File: src/rtl/sha2_stream_core.sv
// Streaming SHA-256/SHA-224 core: byte-lane message absorb, hardware padding, multi-block
// chaining, one compression round per clock, digest streamed out over valid/ready.
module sha2_stream_core #(
  parameter int IN_W  = 8,
  parameter int OUT_W = 8
) (
  input  logic             clk,
  input  logic             rst_n,
  input  logic [IN_W-1:0]  in_data,
  input  logic             in_valid,
  input  logic             in_last,
  input  logic [2:0]       in_nbytes,
  input  logic             mode_224,
  output logic             in_ready,
  output logic [OUT_W-1:0] dig_data,
  output logic             dig_valid,
  output logic             dig_last,
  input  logic             dig_ready,
  output logic             busy,
  output logic [2:0]       dbg_state
);

  // Both buses: a beat transfers on the rising edge where valid & ready are both high;
  // while valid is high and ready is low the source holds data/last/nbytes stable.

  if (IN_W != 8 && IN_W != 16 && IN_W != 32) begin : g_bad_in_w
    $error("sha2_stream_core: IN_W must be 8, 16 or 32");
  end
  if (OUT_W != 8 && OUT_W != 16 && OUT_W != 32) begin : g_bad_out_w
    $error("sha2_stream_core: OUT_W must be 8, 16 or 32");
  end

  typedef enum logic [2:0] {
    ST_ABSORB   = 3'd0,
    ST_PAD      = 3'd1,
    ST_COMPRESS = 3'd2,
    ST_UPDATE   = 3'd3,
    ST_OUTPUT   = 3'd4
  } state_t;

  localparam int          IN_B     = IN_W / 8;
  localparam int          N256     = 256 / OUT_W;
  localparam int          N224     = 224 / OUT_W;
  localparam logic [5:0]  LAST256  = 6'(N256 - 1);
  localparam logic [5:0]  LAST224  = 6'(N224 - 1);
  localparam logic [31:0] IN_MASK  = ~(32'hffff_ffff >> IN_W);

  localparam logic [255:0] IV_256 =
    256'h6a09e667_bb67ae85_3c6ef372_a54ff53a_510e527f_9b05688c_1f83d9ab_5be0cd19;
  localparam logic [255:0] IV_224 =
    256'hc1059ed8_367cd507_3070dd17_f70e5939_ffc00b31_68581511_64f98fa7_befa4fa4;

  localparam logic [31:0] K_ROM [64] = '{
    32'h428a2f98, 32'h71374491, 32'hb5c0fbcf, 32'he9b5dba5, 32'h3956c25b, 32'h59f111f1, 32'h923f82a4, 32'hab1c5ed5,
    32'hd807aa98, 32'h12835b01, 32'h243185be, 32'h550c7dc3, 32'h72be5d74, 32'h80deb1fe, 32'h9bdc06a7, 32'hc19bf174,
    32'he49b69c1, 32'hefbe4786, 32'h0fc19dc6, 32'h240ca1cc, 32'h2de92c6f, 32'h4a7484aa, 32'h5cb0a9dc, 32'h76f988da,
    32'h983e5152, 32'ha831c66d, 32'hb00327c8, 32'hbf597fc7, 32'hc6e00bf3, 32'hd5a79147, 32'h06ca6351, 32'h14292967,
    32'h27b70a85, 32'h2e1b2138, 32'h4d2c6dfc, 32'h53380d13, 32'h650a7354, 32'h766a0abb, 32'h81c2c92e, 32'h92722c85,
    32'ha2bfe8a1, 32'ha81a664b, 32'hc24b8b70, 32'hc76c51a3, 32'hd192e819, 32'hd6990624, 32'hf40e3585, 32'h106aa070,
    32'h19a4c116, 32'h1e376c08, 32'h2748774c, 32'h34b0bcb5, 32'h391c0cb3, 32'h4ed8aa4a, 32'h5b9cca4f, 32'h682e6ff3,
    32'h748f82ee, 32'h78a5636f, 32'h84c87814, 32'h8cc70208, 32'h90befffa, 32'ha4506ceb, 32'hbef9a3f7, 32'hc67178f2
  };

  function automatic logic [31:0] rotr(input logic [31:0] x, input int n);
    return (x >> n) | (x << (32 - n));
  endfunction

  state_t        r_state, w_next;
  logic [31:0]   r_w [16];
  logic [31:0]   w_blk [16];
  logic [31:0]   r_h [8];
  logic [31:0]   r_v [8];
  logic [6:0]    r_ptr;
  logic [63:0]   r_len;
  logic [5:0]    r_round;
  logic [5:0]    r_obeat;
  logic          r_mode;
  logic          r_busy;
  logic          r_last_seen;
  logic          r_pad_done;
  logic          r_final;

  logic          w_acc;
  logic [6:0]    w_nb;
  logic [6:0]    w_ptr_nxt;
  logic [4:0]    w_shift;
  logic [31:0]   w_ins;
  logic [31:0]   w_mask;
  logic          w_pad_final;
  logic          w_dlast;
  logic [31:0]   w_t1;
  logic [31:0]   w_t2;
  logic [31:0]   w_wnew;
  logic [255:0]  w_iv;
  logic [255:0]  w_hcat;

  assign in_ready    = (r_state == ST_ABSORB);
  assign dig_valid   = (r_state == ST_OUTPUT);
  assign busy        = r_busy;
  assign dbg_state   = r_state;
  assign w_acc       = in_valid && in_ready;
  assign w_ptr_nxt   = r_ptr + w_nb;
  assign w_pad_final = r_pad_done || (r_ptr <= 7'd55);
  assign w_iv        = mode_224 ? IV_224 : IV_256;
  assign w_hcat      = {r_h[0], r_h[1], r_h[2], r_h[3], r_h[4], r_h[5], r_h[6], r_h[7]};
  assign w_dlast     = (r_state == ST_OUTPUT) && (r_obeat == (r_mode ? LAST224 : LAST256));
  assign dig_last    = w_dlast;

  // Beats are aligned to their width, so a beat always lands inside one 32-bit word.
  assign w_shift = {r_ptr[1:0], 3'b000};
  assign w_ins   = (32'(in_data) << (32 - IN_W)) >> w_shift;
  assign w_mask  = IN_MASK >> w_shift;

  always_comb begin
    w_nb = 7'(IN_B);
    if (in_last) w_nb = (in_nbytes > 3'(IN_B)) ? 7'(IN_B) : {4'd0, in_nbytes};
  end

  assign w_t1 = r_v[7] + (rotr(r_v[4], 6) ^ rotr(r_v[4], 11) ^ rotr(r_v[4], 25))
              + ((r_v[4] & r_v[5]) ^ (~r_v[4] & r_v[6])) + K_ROM[r_round] + r_w[0];
  assign w_t2 = (rotr(r_v[0], 2) ^ rotr(r_v[0], 13) ^ rotr(r_v[0], 22))
              + ((r_v[0] & r_v[1]) ^ (r_v[0] & r_v[2]) ^ (r_v[1] & r_v[2]));
  // r_w holds W_t..W_t+15 during compression; the tail gets W_t+16.
  assign w_wnew = (rotr(r_w[14], 17) ^ rotr(r_w[14], 19) ^ (r_w[14] >> 10)) + r_w[9]
                + (rotr(r_w[1], 7) ^ rotr(r_w[1], 18) ^ (r_w[1] >> 3)) + r_w[0];

  always_comb begin
    w_next = r_state;
    unique case (r_state)
      ST_ABSORB: begin
        if (w_acc) begin
          if (w_ptr_nxt == 7'd64) w_next = ST_COMPRESS;
          else if (in_last)       w_next = ST_PAD;
        end
      end
      ST_PAD:      w_next = ST_COMPRESS;
      ST_COMPRESS: if (r_round == 6'd63) w_next = ST_UPDATE;
      ST_UPDATE: begin
        if (r_final)          w_next = ST_OUTPUT;
        else if (r_last_seen) w_next = ST_PAD;
        else                  w_next = ST_ABSORB;
      end
      ST_OUTPUT:   if (dig_ready && w_dlast) w_next = ST_ABSORB;
      default:     w_next = ST_ABSORB;
    endcase
  end

  always_ff @(posedge clk or negedge rst_n) begin
    if (!rst_n) r_state <= ST_ABSORB;
    else        r_state <= w_next;
  end

  always_comb begin
    for (int i = 0; i < 16; i++) w_blk[i] = r_w[i];
    case (r_state)
      ST_ABSORB: begin
        if (w_acc) w_blk[r_ptr[5:2]] = (r_w[r_ptr[5:2]] & ~w_mask) | w_ins;
      end
      ST_PAD: begin
        // Second pass of a pad-only sequence clears everything but the length.
        for (int b = 0; b < 64; b++) begin
          if (r_pad_done || 7'(b) > r_ptr) w_blk[b/4][8*(3-b%4) +: 8] = 8'h00;
          else if (7'(b) == r_ptr)         w_blk[b/4][8*(3-b%4) +: 8] = 8'h80;
        end
        if (w_pad_final) begin
          for (int b = 56; b < 64; b++) w_blk[b/4][8*(3-b%4) +: 8] = r_len[8*(63-b) +: 8];
        end
      end
      ST_COMPRESS: begin
        for (int i = 0; i < 15; i++) w_blk[i] = r_w[i+1];
        w_blk[15] = w_wnew;
      end
      default: ;
    endcase
  end

  always_ff @(posedge clk or negedge rst_n) begin
    if (!rst_n) begin
      for (int i = 0; i < 16; i++) r_w[i] <= '0;
      for (int i = 0; i < 8; i++) begin
        r_h[i] <= IV_256[255-32*i -: 32];
        r_v[i] <= '0;
      end
      r_ptr       <= '0;
      r_len       <= '0;
      r_round     <= '0;
      r_obeat     <= '0;
      r_mode      <= 1'b0;
      r_busy      <= 1'b0;
      r_last_seen <= 1'b0;
      r_pad_done  <= 1'b0;
      r_final     <= 1'b0;
    end else begin
      for (int i = 0; i < 16; i++) r_w[i] <= w_blk[i];
      case (r_state)
        ST_ABSORB: begin
          for (int i = 0; i < 8; i++) r_v[i] <= r_h[i];
          if (w_acc) begin
            r_ptr <= w_ptr_nxt;
            r_len <= r_len + {54'd0, w_nb, 3'd0};
            if (in_last) r_last_seen <= 1'b1;
            if (!r_busy) begin
              r_busy <= 1'b1;
              r_mode <= mode_224;
              for (int i = 0; i < 8; i++) r_h[i] <= w_iv[255-32*i -: 32];
            end
          end
        end
        ST_PAD: begin
          for (int i = 0; i < 8; i++) r_v[i] <= r_h[i];
          r_pad_done <= 1'b1;
          r_final    <= w_pad_final;
        end
        ST_COMPRESS: begin
          r_round <= r_round + 6'd1;
          r_v[0]  <= w_t1 + w_t2;
          r_v[1]  <= r_v[0];
          r_v[2]  <= r_v[1];
          r_v[3]  <= r_v[2];
          r_v[4]  <= r_v[3] + w_t1;
          r_v[5]  <= r_v[4];
          r_v[6]  <= r_v[5];
          r_v[7]  <= r_v[6];
        end
        ST_UPDATE: begin
          for (int i = 0; i < 8; i++) r_h[i] <= r_h[i] + r_v[i];
          r_ptr <= '0;
        end
        ST_OUTPUT: begin
          if (dig_ready) begin
            if (w_dlast) begin
              r_obeat     <= '0;
              r_busy      <= 1'b0;
              r_len       <= '0;
              r_ptr       <= '0;
              r_last_seen <= 1'b0;
              r_pad_done  <= 1'b0;
              r_final     <= 1'b0;
              for (int i = 0; i < 8; i++) r_h[i] <= IV_256[255-32*i -: 32];
            end else begin
              r_obeat <= r_obeat + 6'd1;
            end
          end
        end
        default: ;
      endcase
    end
  end

  always_comb begin
    dig_data = '0;
    if (r_state == ST_OUTPUT) begin
      for (int i = 0; i < N256; i++) begin
        if (r_obeat == 6'(i)) dig_data = w_hcat[255-i*OUT_W -: OUT_W];
      end
    end
  end

endmodule

File: config.mk
export PLATFORM = sky130hd
export DESIGN_NAME = sha2_stream_core
export DESIGN_NICKNAME = d
export VERILOG_FILES = /design/src/rtl/sha2_stream_core.sv
export SDC_FILE = /design/constraint.sdc
export NUM_CORES = 2
export LEC_CHECK = 0
export ABC_AREA = 1
export CAP_MARGIN = 30
export CORE_UTILIZATION = 38
export DETAILED_ROUTE_END_ITERATION = 7
export GPL_TIMING_DRIVEN = 0
export PLACE_DENSITY = 0.59
export SLEW_MARGIN = 20
export SYNTH_ARGS = -nofsm -noshare
export SYNTH_HDL_FRONTEND = slang
export SYNTH_SLANG_ARGS = --single-unit
File: constraint.sdc
create_clock -name clk -period 21.1 [get_ports clk]
set_input_delay 4.22 -clock clk [delete_from_list [all_inputs] [get_ports clk]]
set_output_delay 4.22 -clock clk [all_outputs]
set_load 0.1 [all_outputs]
### Yosys cells after proc, flatten, opt, wreduce, memory -nomap -nowiden

Memory sizes are Yosys's and may differ from the RTL's.
Cells that the tools add are included.

| word-level totals | value |
|---|---|
| memory bits (read-only) | 2048 |
| logic and storage cells | 748 |
| register bits after elaboration | 1115 |
| bits of input ports | 17 |
| output and inout port bits | 15 |
| memories | 1 |

| operators by class | value |
|---|---|
| equality and inequality tests | 173 |
| order comparisons | 69 |
| reduce and logical (&&, ||, !) cells | 150 |
| muxes and demuxes | 208 |
| bitwise operators | 33 |
| add/subtract/negate cells | 22 |
| shift-type cells | 2 |

Memories:

| memory | words | width | rd ports | clocked after Yosys merged registers in | wr ports | RTL line | RTL |
|---|---|---|---|---|---|---|---|
| (name not given) | 64 | 32 | 1 | 0 | 0 | 120 | `+ ((r_v[4] & r_v[5]) ^ (~r_v[4] & r_v[6])) + K_ROM[r_round] + r_w[0];` |

Operator list:

| cell | count |
|---|---|
| case mux 512 bit (3 select lines) | 1 |
| two-way mux 8 bit | 161 |
| two-way mux 256 bit | 5 |
| case mux 256 bit (3 select lines) | 1 |
| adder 32 bit | 18 |
| bitwise mux 512 bit | 1 |
| two-way mux 512 bit | 1 |
| case mux 256 bit (2 select lines) | 1 |
| XOR 32 bit | 9 |
| two-way mux 64 bit | 4 |
| equality test 6 x 7 -> 1 bit (first input constant) | 32 |
| greater-than comparator 6 x 7 -> 1 bit (first input constant) | 32 |
| AND reduction 3 bit | 66 |
| bitwise AND 32 bit | 6 |
| inequality test 3 bit (second input constant) | 56 |
| two-way mux 32 bit | 5 |
| binary-select mux 32 bit (select 4 bit) | 1 |
| demux 32 bit (select 4 bit) | 1 |
| case mux 64 bit (2 select lines) | 1 |
| equality test 5 x 7 -> 1 bit (first input constant) | 16 |
| greater-than comparator 5 x 7 -> 1 bit (first input constant) | 16 |
| equality test 6 x 5 -> 1 bit (second input constant) | 16 |
| logical OR 1 bit | 65 |
| adder 64 x 10 -> 64 bit | 1 |
| 65 further kinds | 141 |

### Depth between registers and ports, before layout

| depth | value |
|---|---|
| depth in word-level cells | 34 |
| depth in mapped cells | 45 |
| mapped depth without buffers | 45 |

### Worst setup path before layout

OpenSTA, ideal clock, no wires.

| path | value |
|---|---|
| path kind | reg-to-output |
| start | reg r_obeat[5] |
| end | out dig_data[3] |
| stages on the path, launching flop included | 32 |
| path buffers | 2 |
| arrival time | 4.382 ns |
| data required time | 16.880 ns |
| path slack | 12.498 ns |
| path through | dfrtp_1 -> nor2_1 -> inv_1 -> clkbuf_1 -> nor2_1 -> clkbuf_1 -> a21oi_1 -> nand2_1 -> nand2_1 -> nand2_1 -> nand2_1 -> nand2_1 -> nand2_1 -> nand2_1 -> nand2_1 -> nand2_1 -> nand2_1 -> nand2_1 -> nand2_1 -> nand3_1 -> nand3_1 -> nand3_1 -> nand2_1 -> nand3_1 -> nand3_1 -> nand3_1 -> nand2_1 -> nand3_1 -> nand3_1 -> nand3_1 -> nand2_1 -> a21oi_1 |

| between the ends | value |
|---|---|
| word-level cells in the longest chain between the ends | 34 |
| elaborated cells between the ends (all ways) | 65 |
| those cells by class | eq/ne (31); mux (33); reduce/logical (1) |

RTL lines:

| what | RTL line | RTL |
|---|---|---|
| from (decl) | 76 | `logic [5:0] r_obeat;` |
| from (signal assigned) | 241 | `r_obeat <= r_obeat + 6'd1;` |
| logical NOT 6 bit | 254 | `if (r_obeat == 6'(i)) dig_data = w_hcat[255-i*OUT_W -: OUT_W];` |
| two-way mux 8 bit (31 in a row) | 254 |  |
| two-way mux 8 bit * | 254 |  |
| two-way mux 8 bit * | 252 | `if (r_state == ST_OUTPUT) begin` |
| to (decl) | 15 | `output logic [OUT_W-1:0] dig_data,` |

Every way passes the cells marked *; elsewhere a longest branch is shown, timed or not.

### Worst setup path in the final report

| path | value |
|---|---|
| start | reg r_obeat[3] |
| end | out dig_data[7] |

Same word-level chain as after synthesis.

==> key figures <==
Setup path
  – Critical path arrival: 7.34 ns
  – Critical path's most frequent cell: nand2_1
  – Startpoint Class: flip-flop
  – Critical path peak fanout: 8
  – Max stage delay on crit path: 1.17 ns
  – CP endpoint kind: output port
  – Critical Path RT: ~17 ns
  – Slowest cell on crit path: clkdlybuf4s50_1
  – WS Path Type: flip-flop to output port

Floorplanning
  – Die H: approximately 470 um
  – I/O pins: 32
  – Die Area: ~220000 um^2
  – Die W: about 470 um
  – CORE AREA: between 200000 and 250000 um^2
  – Row count: around 170
  – Initial core utilization: a little under two fifths

Cells and area
  – Final core utilization: between 40% and 50%
  – Multi-input gate area: ~47000 um^2
  – Layout cells sized above 1: under 10%
  – P&R area growth vs syn: 14.0%
  – Design area: approximately 94000 um^2
  – Area occupied by registers: 28000 um^2
  – Nets: ~12000
  – Fillcell total: ~22000

Global route
  – Vias in the first global route: approximately 85000
  – Grt total ovfl: 0
  – Routing usage on met1: between 50% and 60%
  – Initial antenna violation count: 39
  – GRT busiest layer: met2
  – Met3 usage: a little under an eighth
  – M2 GR Usage: between 70% and 80%
  – Global-route wire length before repair: roughly 700000 um
  – Largest net degree at the start of global routing: between 100 and 150
  – Gr usage total: approximately 47%

Synthesis
  – Yosys top cell area share: between 20% and 30%
  – Dominant cell type by area after synthesis: dfrtp_1
  – Async SR Flop Fraction: 100%
  – Sequential fraction of the synthesis area: 33.8%
  – Netlist cell types: just under 70
  – EDFF count, synth: 0
  – Syn Std Cell Area: 82900 um^2
  – Register bit total from synthesis: 1112
  – Syn_area_per_cell: 7.47 um^2
  – Synth warn: 0
  – Top_reg_cell synth: dfrtp_1
  – Cell count after synthesis: 11093
  – Synth top area cells: dfrtp_1 (29%), a21oi_1 (9.7%), nand2_1 (7.7%)

Worst hold path
  – Worst Hold Class: flip-flop to flip-flop

Clock tree
  – CTS Hold Bufs: 0
  – Post-CTS sizing: 0
  – Worst-path clk slew: approximately 0.05 ns
  – Clock sink count: 1112
  – Clk root buf: clkbuf_16
  – Max H-tree Level: 4
  – CTS Buf Count: ~150
  – Post-CTS setup buffer count: 0
  – Clk_lat worst skew: a little under 0.9 ns
  – Clock buffer depth: 3
  – TritonCTS clock tree: done

STA
  – F_max: just under 90 MHz
  – RSZ-0062 raised after global routing: no
  – Tmin final: approximately 12 ns
  – Worst Max-Slew Pin Slew: 1.28 ns
  – Fin Setup TNS: 0 ns
  – Setup Skew: approximately 0.06 ns
  – Endpoints failing hold: 0
  – Relative slew slack: roughly 15%
  – Slew Limit Fails: 0
  – Setup slack after layout: between 9 and 10 ns
  – Final Cycle Share: between 50 and 60%
  – Final setup vio count: 0

Detailed routing
  – Vias: 90604
  – Number of remaining DRC errors: 1
  – DR WL/cell: 36.4 um
  – Post-Route WL: around 520000 um
  – DRT iter0 DRCs: 12705
  – Vias per cell: ~6.3
  – Antenna Violating Nets Remaining: 0
  – TritonRoute pass-1 iters: 8

Outcome
  – Failing checks: design-rule violations
  – Status: finished with violations

Run
  – Max cap viols: 0

Place
  – DP Area: approximately 89000 um^2
  – Port bufs: 31
  – Placer Congestion: ~1.1
  – DPL Wire Length: a little over 400000 um
  – Dpl ws: between 10 and 15 ns
## placed cells by master, fill, tap and decap left out, types with 27 or more instances in the layout
cell | Yosys | final
a211oi_1 | 41 | 41
a21oi_1 | 1613 | 1608
a221oi_1 | 83 | 81
a22oi_1 | 447 | 447
a2bb2oi_1 | 46 | 46
a31oi_1 | 108 | 98
buf_1 | 51 | 36
buf_6 | 0 | 37
buf_8 | 0 | 32
clkbuf_1 | 568 | 499
clkbuf_16 | 0 | 149
clkbuf_2 | 0 | 98
clkbuf_8 | 0 | 29
clkdlybuf4s50_1 | 0 | 30
dfrtp_1 | 976 | 976
dfstp_2 | 136 | 136
diode_2 | 0 | 32
fa_1 | 199 | 199
ha_1 | 416 | 416
inv_1 | 1548 | 1547
nand2_1 | 1691 | 1691
nand3_1 | 173 | 173
nor2_1 | 832 | 822
nor3_1 | 65 | 64
o211ai_1 | 46 | 46
o21ai_0 | 1120 | 1114
o21bai_1 | 34 | 34
o221ai_1 | 65 | 65
o22ai_1 | 154 | 153
or2_2 | 27 | 27
xnor2_1 | 191 | 184
xor2_1 | 197 | 190
## metrics by stage
step / instances / hold slack, ns
4_1_cts: 14364 / 0.516
3_5_place_dp: 14090 / 0.507
5_1_grt: 14383 / 0.528
3_3_place_gp: 13983 / 0.498
2_1_floorplan: 11098 / 0.465
6_report: 14414 / 0.516
## cell families (layout without fill, tap and decap cells)
| group | after synthesis | count (layout) | share of synthesized area, % |
|---|---|---|---|
| DFF | 1112 | 1112 | 33.8 |
| other | 1 | 38 | 0.00452 |
| AOI/OAI and AO/OA | 3916 | 3916 | 27.2 |
| muxes | 1 | 1 | 0.0121 |
| xor gates and xnor gates | 388 | 388 | 4.10 |
| adders and majority gates | 615 | 615 | 11.1 |
| and+or+nand+nor | 2869 | 2869 | 13.9 |
| buffers and inverters | 2191 | 2621 | 9.93 |
## critical path, delay by kind of cell (launching register included)
| family | cells | cell delay, ns |
|---|---|---|
| AOI/OAI and AO/OA | 7 | 1.11 |
| DFF | 1 | 0.43 |
| buffers and inverters | 2 | 1.32 |
| and+or+nand+nor | 27 | 3.62 |
## path summary, 6_finish.rpt
path / startpoint / endpoint / slack, ns / cells past startpoint
min in group asynchronous: rst_n / r_v[217] / 3.29 / 1
worst max register to register: r_round[1] / r_v[255] / 9.90 / 41
worst min-delay path: r_h[140] / r_h[140] / 0.52 / 2
worst max-delay path: r_obeat[3] / dig_data[7] / 9.54 / 36
max in group asynchronous: rst_n / r_w[125] / 14.99 / 5
worst min register to register: r_h[140] / r_h[140] / 0.52 / 2
## cells in the mapped netlist, types with 5 or more instances
master and count:
a211oi_1 41, a221oi_1 83, o31ai_1 24, nand2_2 6, o211ai_1 46, a22oi_1 447, clkbuf_1 568, nand2_1 1691
a22o_1 6, nor3b_1 5, a31oi_1 108, a21o_1 9, inv_2 8, o21a_1 24, nand4_1 24, nor2_1 832
clkinv_1 14, o21ai_1 9, nor4_1 12, nor2_4 10, ha_1 416, o21bai_1 34, xnor2_1 191, or2_2 27
a32oi_1 13, buf_1 51, nand3_1 173, fa_1 199, nor3_1 65, o21ai_0 1120, a21boi_0 19, a2bb2oi_1 46
o32ai_1 12, o22ai_1 154, o2111ai_1 23, o221ai_1 65, a21oi_1 1613, inv_1 1548, xor2_1 197, dfstp_2 136
dfrtp_1 976, a41oi_1 5
## sequential cells by signal, summed over array words and instances (netlist names), 3 cells and up
| register | count |
|---|---|
| dbg_state | 3 |
| r_w | 512 |
| r_h | 256 |
| r_round | 6 |
| r_ptr | 7 |
| r_obeat | 6 |
| r_v | 256 |
| r_len | 61 |
## area by class of cell
class / instances / area share (%)
Multi-Input combinational cell: 7795 / 49.7
Sequential cell: 1112 / 29.6
Inverter: 1570 / 6.24
Clock buffer: 206 / 4.48
Tap cell: 2854 / 3.78
Buffer: 621 / 2.62
Timing Repair Buffer: 156 / 2.38
Clock inverter: 68 / 1.07
Antenna cell: 32 / 0.0848
## per-layer routing
| metal | wire length, um | vias to the layer above |
|---|---|---|
| li1 | - | 38208 |
| met1 | 179000 | 43932 |
| met2 | 225000 | 6261 |
| met3 | 48700 | 2183 |
| met4 | 71600 | 20 |
| met5 | 140 | - |
Power is left out: the tool's default activity adds up to more than one toggle a clock period on the data nets, which glitch-free logic cannot reach.
